**config.mk**
```make
export PLATFORM = sky130hd
export DESIGN_NAME = sd_cmd_rsp_rx
export DESIGN_NICKNAME = d
export VERILOG_FILES = /design/src/rtl/sd_pkg.sv /design/src/rtl/sd_crc7.sv /design/src/rtl/sd_cmd_rsp_rx.sv
export SDC_FILE = /design/constraint.sdc
export NUM_CORES = 1
export LEC_CHECK = 0
export CAP_MARGIN = 20
export CELL_PAD_IN_SITES_DETAIL_PLACEMENT = 1
export CELL_PAD_IN_SITES_GLOBAL_PLACEMENT = 1
export CORE_MARGIN = 2
export CORE_UTILIZATION = 46
export CTS_CLUSTER_DIAMETER = 60
export CTS_CLUSTER_SIZE = 16
export DETAILED_ROUTE_END_ITERATION = 12
export PLACE_DENSITY = 0.83
export REMOVE_ABC_BUFFERS = 1
export SLEW_MARGIN = 25
export SYNTH_ARGS = -nofsm -noshare
export SYNTH_HDL_FRONTEND = slang
export SYNTH_HIERARCHICAL = 1
export SYNTH_SLANG_ARGS = --single-unit
```
**constraint.sdc**
```tcl
create_clock -name clk -period 3.8 [get_ports clk]
set_clock_uncertainty 0.05 [all_clocks]
set_input_delay 1.14 -clock clk [delete_from_list [all_inputs] [get_ports clk]]
set_output_delay 1.14 -clock clk [all_outputs]
set_load 0.02 [all_outputs]
```
**src/rtl/sd_pkg.sv**
```systemverilog
// -----------------------------------------------------------------------------
// sd_pkg
// Shared definitions for the SD CMD-line blocks.
// Contents:
//   rx_state_t           receiver FSM states
//   SHORT_BITS/LONG_BITS frame lengths (R1/R1b/R3/R6/R7 and R2)
//   CRC7_POLY            x^7 + x^3 + 1 without the implicit x^7 term
//   field offsets        bit positions in card numbering (bit 0 = end bit)
//   crc7_next()          one serial CRC7 step, shared by transmitter and receiver
// -----------------------------------------------------------------------------
package sd_pkg;

    typedef enum logic [1:0] {
        ST_IDLE       = 2'd0,
        ST_WAIT_START = 2'd1,
        ST_SHIFT      = 2'd2,
        ST_CHECK      = 2'd3
    } rx_state_t;

    localparam int SHORT_BITS = 48;
    localparam int LONG_BITS  = 136;

    localparam logic [6:0] CRC7_POLY = 7'h09;

    // Field positions, card numbering (MSB transmitted first, bit 0 = end bit).
    localparam int SHORT_TX_BIT = 46;
    localparam int LONG_TX_BIT  = 134;
    localparam int IDX_LSB      = 40;
    localparam int LONG_IDX_LSB = 128;
    localparam int ARG_LSB      = 8;
    localparam int CRC_LSB      = 1;

    // CRC7 coverage, in transmission order (bit 0 = start bit).
    localparam int SHORT_CRC_LAST = 39;
    localparam int LONG_CRC_FIRST = 8;
    localparam int LONG_CRC_LAST  = 127;

    function automatic logic [6:0] crc7_next(input logic [6:0] crc, input logic din);
        logic fb;
        fb = din ^ crc[6];
        return {crc[5:0], 1'b0} ^ (fb ? CRC7_POLY : 7'h00);
    endfunction

endpackage

```
**src/rtl/sd_crc7.sv**
```systemverilog
// -----------------------------------------------------------------------------
// sd_crc7
// Serial CRC7 (G = x^7 + x^3 + 1), one bit per clock, MSB first.
// Ports:
//   clk    clock
//   reset  asynchronous active-low reset
//   clr    synchronous clear (wins over en)
//   en     fold din into the CRC this cycle
//   din    serial data bit
//   crc    current CRC remainder
// -----------------------------------------------------------------------------
module sd_crc7 (
    input  logic       clk,
    input  logic       reset,
    input  logic       clr,
    input  logic       en,
    input  logic       din,
    output logic [6:0] crc
);
    import sd_pkg::*;

    // NOTE: sequential state uses non-blocking assignments so every flop
    // samples the pre-edge value regardless of block ordering.
    always_ff @(posedge clk or negedge reset) begin
        if (!reset) begin
            crc <= 7'h00;
        end else if (clr) begin
            crc <= 7'h00;
        end else if (en) begin
            crc <= crc7_next(crc, din);
        end
    end

endmodule

```
**src/rtl/sd_cmd_rsp_rx.sv**
```systemverilog
// -----------------------------------------------------------------------------
// sd_cmd_rsp_rx
// Receive side of the SD CMD line: waits for a start bit after arm, shifts in
// a 48-bit or 136-bit response, checks transmission/end bits and CRC7, and
// presents index, argument and R2 payload with a one-cycle done pulse.
// Ports:
//   clk, reset        clock; asynchronous active-low reset
//   cmd_in            synchronised CMD line (idles high)
//   rsp_arm           one-cycle pulse starting a reception (ignored when busy)
//   rsp_long          136-bit R2 frame, sampled with rsp_arm
//   rsp_nocrc         skip the CRC compare (R3), sampled with rsp_arm
//   rsp_busy          high from arm until done
//   rsp_done          one-cycle pulse at frame end or timeout
//   rsp_timeout       no start bit within NCR_MAX cycles (valid with done)
//   rsp_crc_err       CRC7 mismatch (valid with done)
//   rsp_frm_err       transmission bit != 0 or end bit != 1 (valid with done)
//   rsp_index         command index field (6'h3F for R2/R3)
//   rsp_arg           short-frame bits [39:8]
//   rsp_lng           R2 bits [127:1], bit 0 forced 0
// -----------------------------------------------------------------------------
module sd_cmd_rsp_rx #(
    parameter int NCR_MAX    = 64,
    parameter int LONG_BITS  = sd_pkg::LONG_BITS,
    parameter int SHORT_BITS = sd_pkg::SHORT_BITS
) (
    input  logic         clk,
    input  logic         reset,
    input  logic         cmd_in,
    input  logic         rsp_arm,
    input  logic         rsp_long,
    input  logic         rsp_nocrc,
    output logic         rsp_busy,
    output logic         rsp_done,
    output logic         rsp_timeout,
    output logic         rsp_crc_err,
    output logic         rsp_frm_err,
    output logic [5:0]   rsp_index,
    output logic [31:0]  rsp_arg,
    output logic [127:0] rsp_lng
);
    import sd_pkg::*;

    localparam int WAIT_W = $clog2(NCR_MAX + 1);

    rx_state_t          state;
    logic               long_q;
    logic               nocrc_q;
    logic [7:0]         bit_cnt;
    logic [WAIT_W-1:0]  wait_cnt;
    // The start bit is never needed once the frame is complete, so the
    // register is one bit short of a long frame; it simply shifts out.
    logic [LONG_BITS-2:0] sr;
    logic [6:0]         crc;

    logic       crc_clr;
    logic       crc_en;
    logic       in_window;
    logic       last_bit;
    logic       rx_tx_bit;
    logic [5:0] rx_index;
    logic [6:0] rx_crc;

    // NOTE: every signal assigned here gets a value before any condition,
    // otherwise the tool infers a latch to hold it.
    always_comb begin
        crc_clr   = (state == ST_WAIT_START) && !cmd_in;
        in_window = long_q ? (bit_cnt >= 8'(LONG_CRC_FIRST) && bit_cnt <= 8'(LONG_CRC_LAST))
                           : (bit_cnt <= 8'(SHORT_CRC_LAST));
        crc_en    = (state == ST_SHIFT) && in_window;
        last_bit  = bit_cnt == (long_q ? 8'(LONG_BITS - 1) : 8'(SHORT_BITS - 1));
        rx_tx_bit = long_q ? sr[LONG_TX_BIT] : sr[SHORT_TX_BIT];
        rx_index  = long_q ? sr[LONG_IDX_LSB +: 6] : sr[IDX_LSB +: 6];
        rx_crc    = sr[CRC_LSB +: 7];
    end

    sd_crc7 u_crc7 (
        .clk   (clk),
        .reset (reset),
        .clr   (crc_clr),
        .en    (crc_en),
        .din   (cmd_in),
        .crc   (crc)
    );

    assign rsp_busy = (state != ST_IDLE);

    // NOTE: the frame shift register is reset like the control state; it is
    // flop-based, and a defined value keeps outputs clean after an aborted frame.
    always_ff @(posedge clk or negedge reset) begin
        if (!reset) begin
            state       <= ST_IDLE;
            long_q      <= 1'b0;
            nocrc_q     <= 1'b0;
            bit_cnt     <= 8'd0;
            wait_cnt    <= '0;
            sr          <= '0;
            rsp_done    <= 1'b0;
            rsp_timeout <= 1'b0;
            rsp_crc_err <= 1'b0;
            rsp_frm_err <= 1'b0;
            rsp_index   <= 6'd0;
            rsp_arg     <= 32'd0;
            rsp_lng     <= 128'd0;
        end else begin
            rsp_done <= 1'b0;
            case (state)
                ST_IDLE: begin
                    if (rsp_arm) begin
                        long_q      <= rsp_long;
                        nocrc_q     <= rsp_nocrc;
                        wait_cnt    <= '0;
                        sr          <= '0;
                        rsp_timeout <= 1'b0;
                        rsp_crc_err <= 1'b0;
                        rsp_frm_err <= 1'b0;
                        rsp_index   <= 6'd0;
                        rsp_arg     <= 32'd0;
                        rsp_lng     <= 128'd0;
                        state       <= ST_WAIT_START;
                    end
                end
                ST_WAIT_START: begin
                    // Start bit is tested first so it wins on the last wait cycle.
                    if (!cmd_in) begin
                        bit_cnt <= 8'd1;
                        sr      <= {sr[LONG_BITS-3:0], cmd_in};
                        state   <= ST_SHIFT;
                    end else begin
                        wait_cnt <= wait_cnt + 1'b1;
                        if (wait_cnt == WAIT_W'(NCR_MAX - 1)) begin
                            rsp_timeout <= 1'b1;
                            state       <= ST_CHECK;
                        end
                    end
                end
                ST_SHIFT: begin
                    sr      <= {sr[LONG_BITS-3:0], cmd_in};
                    bit_cnt <= bit_cnt + 8'd1;
                    if (last_bit) begin
                        state <= ST_CHECK;
                    end
                end
                ST_CHECK: begin
                    rsp_crc_err <= !nocrc_q && !rsp_timeout && (crc != rx_crc);
                    rsp_frm_err <= !rsp_timeout && (rx_tx_bit || !sr[0]);
                    rsp_index   <= rx_index;
                    if (long_q) begin
                        rsp_lng <= {sr[127:1], 1'b0};
                    end else begin
                        rsp_arg <= sr[ARG_LSB +: 32];
                    end
                    rsp_done <= 1'b1;
                    state    <= ST_IDLE;
                end
                default: state <= ST_IDLE;
            endcase
        end
    end

endmodule

```
==> results of run 1 <==
## final cells by class
| type | instances | area [um^2] | area share [%] |
|---|---|---|---|
| Sequential cell | 330 | 8260 | 52.2 |
| Multi-Input combinational cell | 779 | 4270 | 27.0 |
| Timing Repair Buffer | 194 | 2040 | 12.9 |
| Clock buffer | 29 | 683 | 4.32 |
| Tap cell | 378 | 473 | 2.99 |
| Clock inverter | 9 | 70.1 | 0.443 |
| Inverter | 9 | 33.8 | 0.213 |
## layer usage
metal	global-route usage (%)	wire (um)	vias up
met5	0	0	-
met4	5.22	602	0
met3	4.10	1690	43
met2	40.5	16400	196
met1	30.6	14600	4889
li1	-	-	4384
## power breakdown
part | switching [W] | internal, W | total (W)
clock | 0.00127 | 0.00130 | 0.00257
sequential | 0.000157 | 0.00363 | 0.00378
combinational | 0.00219 | 0.000606 | 0.00280
## worst register-to-register path, delay by kind of cell, from the launching register on
| family | cells | cell delay, ps |
|---|---|---|
| flip-flops | 1 | 420 |
| buffers and inverters | 2 | 810 |
| adder cells (fa/ha/maj) | 1 | 590 |
| AO/OA/AOI/OAI | 1 | 300 |
| AND/OR/NAND/NOR | 1 | 230 |
## worst paths after layout
check,startpoint,to
max in group asynchronous,reset,rsp_lng[119]
min in group asynchronous,reset,sr[25]
worst min-delay path,rsp_arg[16],rsp_arg[16]
worst max register to register,state[1],sr[69]
worst max-delay path,state[0],rsp_busy
worst min register to register,rsp_arg[16],rsp_arg[16]
## placed cells by master, fill, tap and decap left out, types with 5 or more instances in the layout
cell / n
xnor2_1: 5
nor2_1: 28
inv_1: 9
o21ai_0: 75
buf_4: 8
buf_12: 11
mux2i_1: 17
clkdlybuf4s50_1: 174
clkbuf_16: 27
nand3_1: 6
nand4_1: 5
a22o_1: 136
xor2_1: 8
dfrtp_1: 330
nand2_1: 349
o21ai_1: 101
ha_1: 7
## state kept, by name, summed over array words and instances (netlist names), 2 cells and up
signal	flops
rsp_lng	127
rsp_arg	32
sr	135
wait_cnt	7
u_crc7/crc	7
bit_cnt	8
rsp_index	6
state	2
## logic make-up (layout without fill, tap and decap cells)
kind of cell | after synthesis | count (layout) | synth area share (%)
xor gates and xnor gates | 13 | 13 | 0.874
buffers and inverters | 104 | 241 | 4.12
and+or+nand+nor | 404 | 404 | 12.2
DFF | 330 | 330 | 63.4
other | 1 | 1 | 0.0288
muxes | 21 | 21 | 1.65
adders and majority gates | 8 | 8 | 0.768
AOI/OAI and AO/OA | 332 | 332 | 17.0
## through the flow
stage | total power, W | worst slack, ps | setup TNS [ps]
after floorplan | 0.00524 | -2370 | -372820
after global placement | 0.00658 | 568 | 0
after detailed placement | 0.00668 | 425 | 0
after CTS | 0.00925 | 509 | 0
after global routing | 0.00964 | 432 | 0
final | 0.00915 | 533 | 0
==> impl_metrics.py, run 1 <==
metrics = {
    "timing": {
        "fin_crit_sh_pct": 86.0,
        "max_slew.worst_pin.slew_ps": 670,
        "max_freq_mhz": 306,
        "fin_crit_ps": 3270,
        "rsz0062_at_grt": "false",
        "timing.hold.ws_ps": 425,
        "drv_slew": 0,
        "hold_viol_final": 0,
        "finalSetupViolCount": 0,
        "slew_headroom_pct": 55.3,
    },
    "critical_path": {
        "cp_max_fo": 5,
        "cp_cell_sequence": "inv_1 > ha_1 > inv_1 > clkdlybuf4s50_1",
        "ff2ff_path_depth": 5,
        "crit_buf_inv": 3,
        "cp_slowest_cell": "clkdlybuf4s50_1",
        "cp_slowest_stage_delay_ps": 610,
        "endpoint_kind": "primary output",
        "worstSetupPathType": "flip-flop to primary output",
        "r2r_slack_ps": 1260,
        "arrival_ps": 2080,
        "cp-start-kind": "flip-flop",
        "cp.required_ps": 2610,
        "crit_family": "buffers and inverters",
        "path_common_cell": "inv_1",
        "path_depth": 4,
    },
    "yosys": {
        "ys_seq_area_share_pct": 63.4,
        "yosysMostFrequentCell": "nand2_1",
        "synthArstFlopShare_pct": 100,
        "syn_avg_cell_area_um2": 10.7,
        "synthesis.instances": 1213,
        "synthTopCellsByArea": "dfrtp_1 (63%), nand2_1 (10%), a22o_1 (9.1%), o21ai_1 (3.9%), o21ai_0 (2.9%)",
        "synth_common_cells": "nand2_1 (349), dfrtp_1 (330), a22o_1 (136)",
        "synth_ff_type": "dfrtp_1",
        "synth_cell_types": 43,
        "syn_area_um2": 13000,
        "synth-seq-cells": 330,
        "synth_edf_count": 0,
        "synth_warnings": 6,
        "netlist.top_cell.by_area": "dfrtp_1",
        "synth_top_area_share_pct": 63.4,
    },
    "global_routing": {
        "grt_usage_pct": 23.3,
        "grt_pass1_vias": 10400,
        "grt_pass1_wl_mm": 55.2,
        "grt_max_degree": 149,
        "grt-ovfl-total": 0,
        "antenna_found_initial": 0,
    },
    "placement": {
        "gp_congestion": 0.775,
        "placed_cells": 1690,
        "hpwl_mm": 21.4,
        "placed_area_um2": 15100,
        "port_buffers": 175,
    },
    "die": {
        "initial_core_util_pct": 46.8,
        "die_h_um": 172,
        "fp.coreArea_um2": 27900,
        "row_count": 61,
        "die_w_um": 172,
        "dieArea_um2": 29700,
        "io_pins": 177,
    },
    "pwr": {
        "power_density_nw_per_um2": 578,
        "peakVddDrop_uv": 541,
        "leakage_nw": 6.94,
    },
    "clock_tree": {
        "hold_buffers": 0,
        "cts-htree-levels": 1,
        "root_buffer": "clkbuf_16",
        "clkLatencyLatePin_ps": 540,
        "path_clk_slew_ps": 80,
        "cts_setup_buffers": 0,
        "cts_tree": "done",
        "cts_buffer_depth": 3,
        "cts_resized": 0,
        "clock-sinks": 330,
        "numCtsBuffers": 27,
    },
    "worst_hold_path": {
        "hold_depth": 2,
        "hold_path_class": "flip-flop to flip-flop",
    },
    "routing": {
        "drt_first_pass_iters": 4,
        "viasPerCell": 5.50,
        "ant_nets": 0,
        "post_drt_wl_per_cell_um": 19.3,
        "drc": 0,
        "detail_route.iter0.violations": 550,
        "wl_mm": 33.3,
        "num_vias": 9512,
    },
    "final_layout": {
        "finalInstanceArea_um2": 15800,
        "drive_gt1_share_pct": 5.04,
        "n_fill_cell": 2954,
        "diodes": 0,
        "fin_util_pct": 56.8,
        "nets": 1355,
        "area_growth_pct": 21.4,
        "fin_cells": 1728,
    },
    "flow_run": {
        "drv_cap": 0,
    },
    "run_status": {
        "status": "finished, final reports clean",
    },
}
No activity file was read; power rests on OpenSTA's default activity.
==> inputs of run 2 (changes only) <==
ABC_AREA = 1   (was unset)
PLACE_DENSITY = 0.84   (was 0.83)
==> run 2 against run 1 <==
Effect of this change:
- combinational power rose by 28%
- register-to-register slack got worse by 430 ps
- cell area rose by 3.5%
- maximum frequency fell by 0.60%
- non-clock buffer count fell by 2
- core utilization rose by 0.23 points
- global-route usage rose by 2.2 points
- clock power rose by 18%
- power rose by 17%
- cell count rose by 12%
- count of clock-buffer cells in the layout rose by 7
- critical path type unchanged
- highest routed layer unchanged
==> impl_metrics.py, run 2 <==
metrics = {
    "critical_path": {
        "cp_max_fo": 5,
        "r2r-start": "state[1]",
        "arrival_ps": 2100,
        "endpoint_kind": "primary output",
        "rr_endpoint": "rsp_arg[7]",
        "ff2ff_path_depth": 8,
        "cp_cell_sequence": "inv_1 > ha_1 > inv_1 > clkdlybuf4s50_1",
        "cp_slowest_stage_delay_ps": 620,
        "cp.required_ps": 2610,
        "path_common_cell": "inv_1",
        "r2r_slack_ps": 830,
        "cp-start-kind": "flip-flop",
        "cp_slowest_cell": "clkdlybuf4s50_1",
        "worstSetupPathType": "flip-flop to primary output",
    },
    "pwr": {
        "leakage_nw": 6.98,
        "power_density_nw_per_um2": 656,
        "peakVddDrop_uv": 544,
        "finalPower_w": 0.0107,
    },
    "worst_hold_path": {
        "hold_path_class": "flip-flop to flip-flop",
        "worstHoldStart": "nocrc_q",
        "whs_endpoint": "nocrc_q",
        "hold_depth": 2,
    },
    "yosys": {
        "syn_avg_cell_area_um2": 9.49,
        "yosysMostFrequentCell": "o21ai_0",
        "synth-seq-cells": 330,
        "synth_top_area_share_pct": 61.7,
        "synthTopCellsByArea": "dfrtp_1 (62%), o21ai_0 (15%), nand3_1 (5.8%), inv_1 (4.6%), nand2_1 (2.7%)",
        "synth_warnings": 6,
        "synthesis.instances": 1409,
        "syn_area_um2": 13400,
        "synthArstFlopShare_pct": 100,
        "synth_ff_type": "dfrtp_1",
        "synth_edf_count": 0,
        "synth_cell_types": 31,
        "synth_common_cells": "o21ai_0 (402), dfrtp_1 (330), inv_1 (163)",
        "netlist.top_cell.by_area": "dfrtp_1",
        "ys_seq_area_share_pct": 61.7,
    },
    "clock_tree": {
        "clock-sinks": 330,
        "cts_tree": "done",
        "root_buffer": "clkbuf_16",
        "clkLatencyLatePin_ps": 550,
        "cts_resized": 0,
        "hold_buffers": 0,
        "cts-htree-levels": 1,
        "cts_setup_buffers": 0,
        "numCtsBuffers": 29,
        "cts_buffer_depth": 3,
        "path_clk_slew_ps": 70,
    },
    "routing": {
        "wl_mm": 38.4,
        "viasPerCell": 5.60,
        "post_drt_wl_per_cell_um": 19.9,
        "num_vias": 10800,
        "drc": 0,
        "ant_nets": 0,
        "drt_first_pass_iters": 5,
        "detail_route.iter0.violations": 681,
    },
    "timing": {
        "max_slew.worst_pin.slew_ps": 913,
        "timing.hold.ws_ps": 435,
        "max_freq_mhz": 304,
        "fin_crit_sh_pct": 86.5,
        "rsz0062_at_grt": "false",
        "hold_viol_final": 0,
        "tns_ps": 0,
        "finalSetupViolCount": 0,
        "slew_headroom_pct": 39.1,
        "drv_slew": 0,
        "fin_crit_ps": 3290,
    },
    "global_routing": {
        "grt_pass1_vias": 11500,
        "grt_usage_pct": 25.5,
        "grt_max_degree": 135,
        "grt-ovfl-total": 0,
        "grt_pass1_wl_mm": 62.8,
        "antenna_found_initial": 0,
    },
    "placement": {
        "placed_area_um2": 15400,
        "gp_congestion": 0.816,
        "placed_cells": 1887,
        "port_buffers": 175,
        "hpwl_mm": 23.5,
    },
    "final_layout": {
        "finalInstanceArea_um2": 16400,
        "area_growth_pct": 22.4,
        "multiInputGateArea_um2": 4020,
        "diodes": 0,
        "largest_register_ffs": 135,
        "drive_gt1_share_pct": 5.09,
        "fin_cells": 1936,
        "ff_latch_area_um2": 8260,
        "nets": 1548,
        "largestRegisters": "sr x135, rsp_lng x127, rsp_arg x32",
        "top_register": "sr",
        "layout_common_cells": "o21ai_0 (402), dfrtp_1 (330), clkdlybuf4s50_1 (174)",
        "final_common_cell": "o21ai_0",
        "n_fill_cell": 3237,
    },
    "die": {
        "dieArea_um2": 30500,
        "io_pins": 177,
        "die_h_um": 175,
        "row_count": 62,
        "fp.coreArea_um2": 28700,
        "initial_core_util_pct": 46.6,
        "die_w_um": 175,
    },
    "run_status": {
        "status": "finished, final reports clean",
    },
    "flow_run": {
        "drv_cap": 0,
    },
}
-- run 2: metal layers --
layer | up-vias | part of all wire, % | track usage, %
met5 | - | 0 | 0
met4 | 0 | 3.6 | 8.75
met1 | 5585 | 42 | 34.0
met3 | 82 | 3.6 | 2.80
li1 | 4914 | - | -
met2 | 251 | 50 | 43.7
-- run 2: critical path, delay by kind of cell, from the launching register on --
kind | cells | cell delay, ps
adders and majority gates | 1 | 280
buffers and inverters | 3 | 860
DFF | 1 | 410
-- run 2: cell families (layout without fill, tap and decap cells) --
| family | after synthesis | after routing | synth area share [%] |
|---|---|---|---|
| compound gates | 471 | 471 | 17.8 |
| flops | 330 | 330 | 61.7 |
| simple gates | 323 | 323 | 10.8 |
| buf+inv | 269 | 412 | 8.35 |
| fa+ha+maj | 8 | 8 | 0.748 |
| xor+xnor | 7 | 7 | 0.458 |
| other cells | 1 | 1 | 0.0280 |
-- run 2: metrics by stage --
step	worst slack [ps]	util [%]
floorplan	-2000	-
global placement	648	53.7
detailed placement	569	53.7
CTS	479	57.0
global route	416	57.0
finish	513	57.0
-- run 2: where the power goes --
part	internal, W	switching [W]
Clock	0.00168	0.00136
Sequential	0.00386	0.000271
Combinational	0.000958	0.00262
-- run 2: how the worst max path moves through the flow --
stage / startpoint / to / slack (ps) / cells after the start
floorplan: rsp_arm / sr[100] / -2000 / 5
global placement: rsp_arm / rsp_arg[30] / 650 / 8
detailed placement: rsp_arm / rsp_arg[7] / 570 / 8
CTS: state[0] / rsp_busy / 480 / 4
global route: state[0] / rsp_busy / 420 / 4
finish: state[0] / rsp_busy / 510 / 4
-- run 2: layout make-up --
| class | instances | share of cell area [%] |
|---|---|---|
| clock buffers | 36 | 4.78 |
| clock inverters | 13 | 1.08 |
| inverters | 171 | 3.95 |
| multi-input cells | 810 | 24.6 |
| flip-flops and latches | 330 | 50.4 |
| well taps | 384 | 2.93 |
| repair buffers | 192 | 12.3 |
==> inputs of run 3 (changes only) <==
CAP_MARGIN = unset   (was 20)
==> results of run 3 <==
Final layout, timing and power as in run 2 (identical DEF).
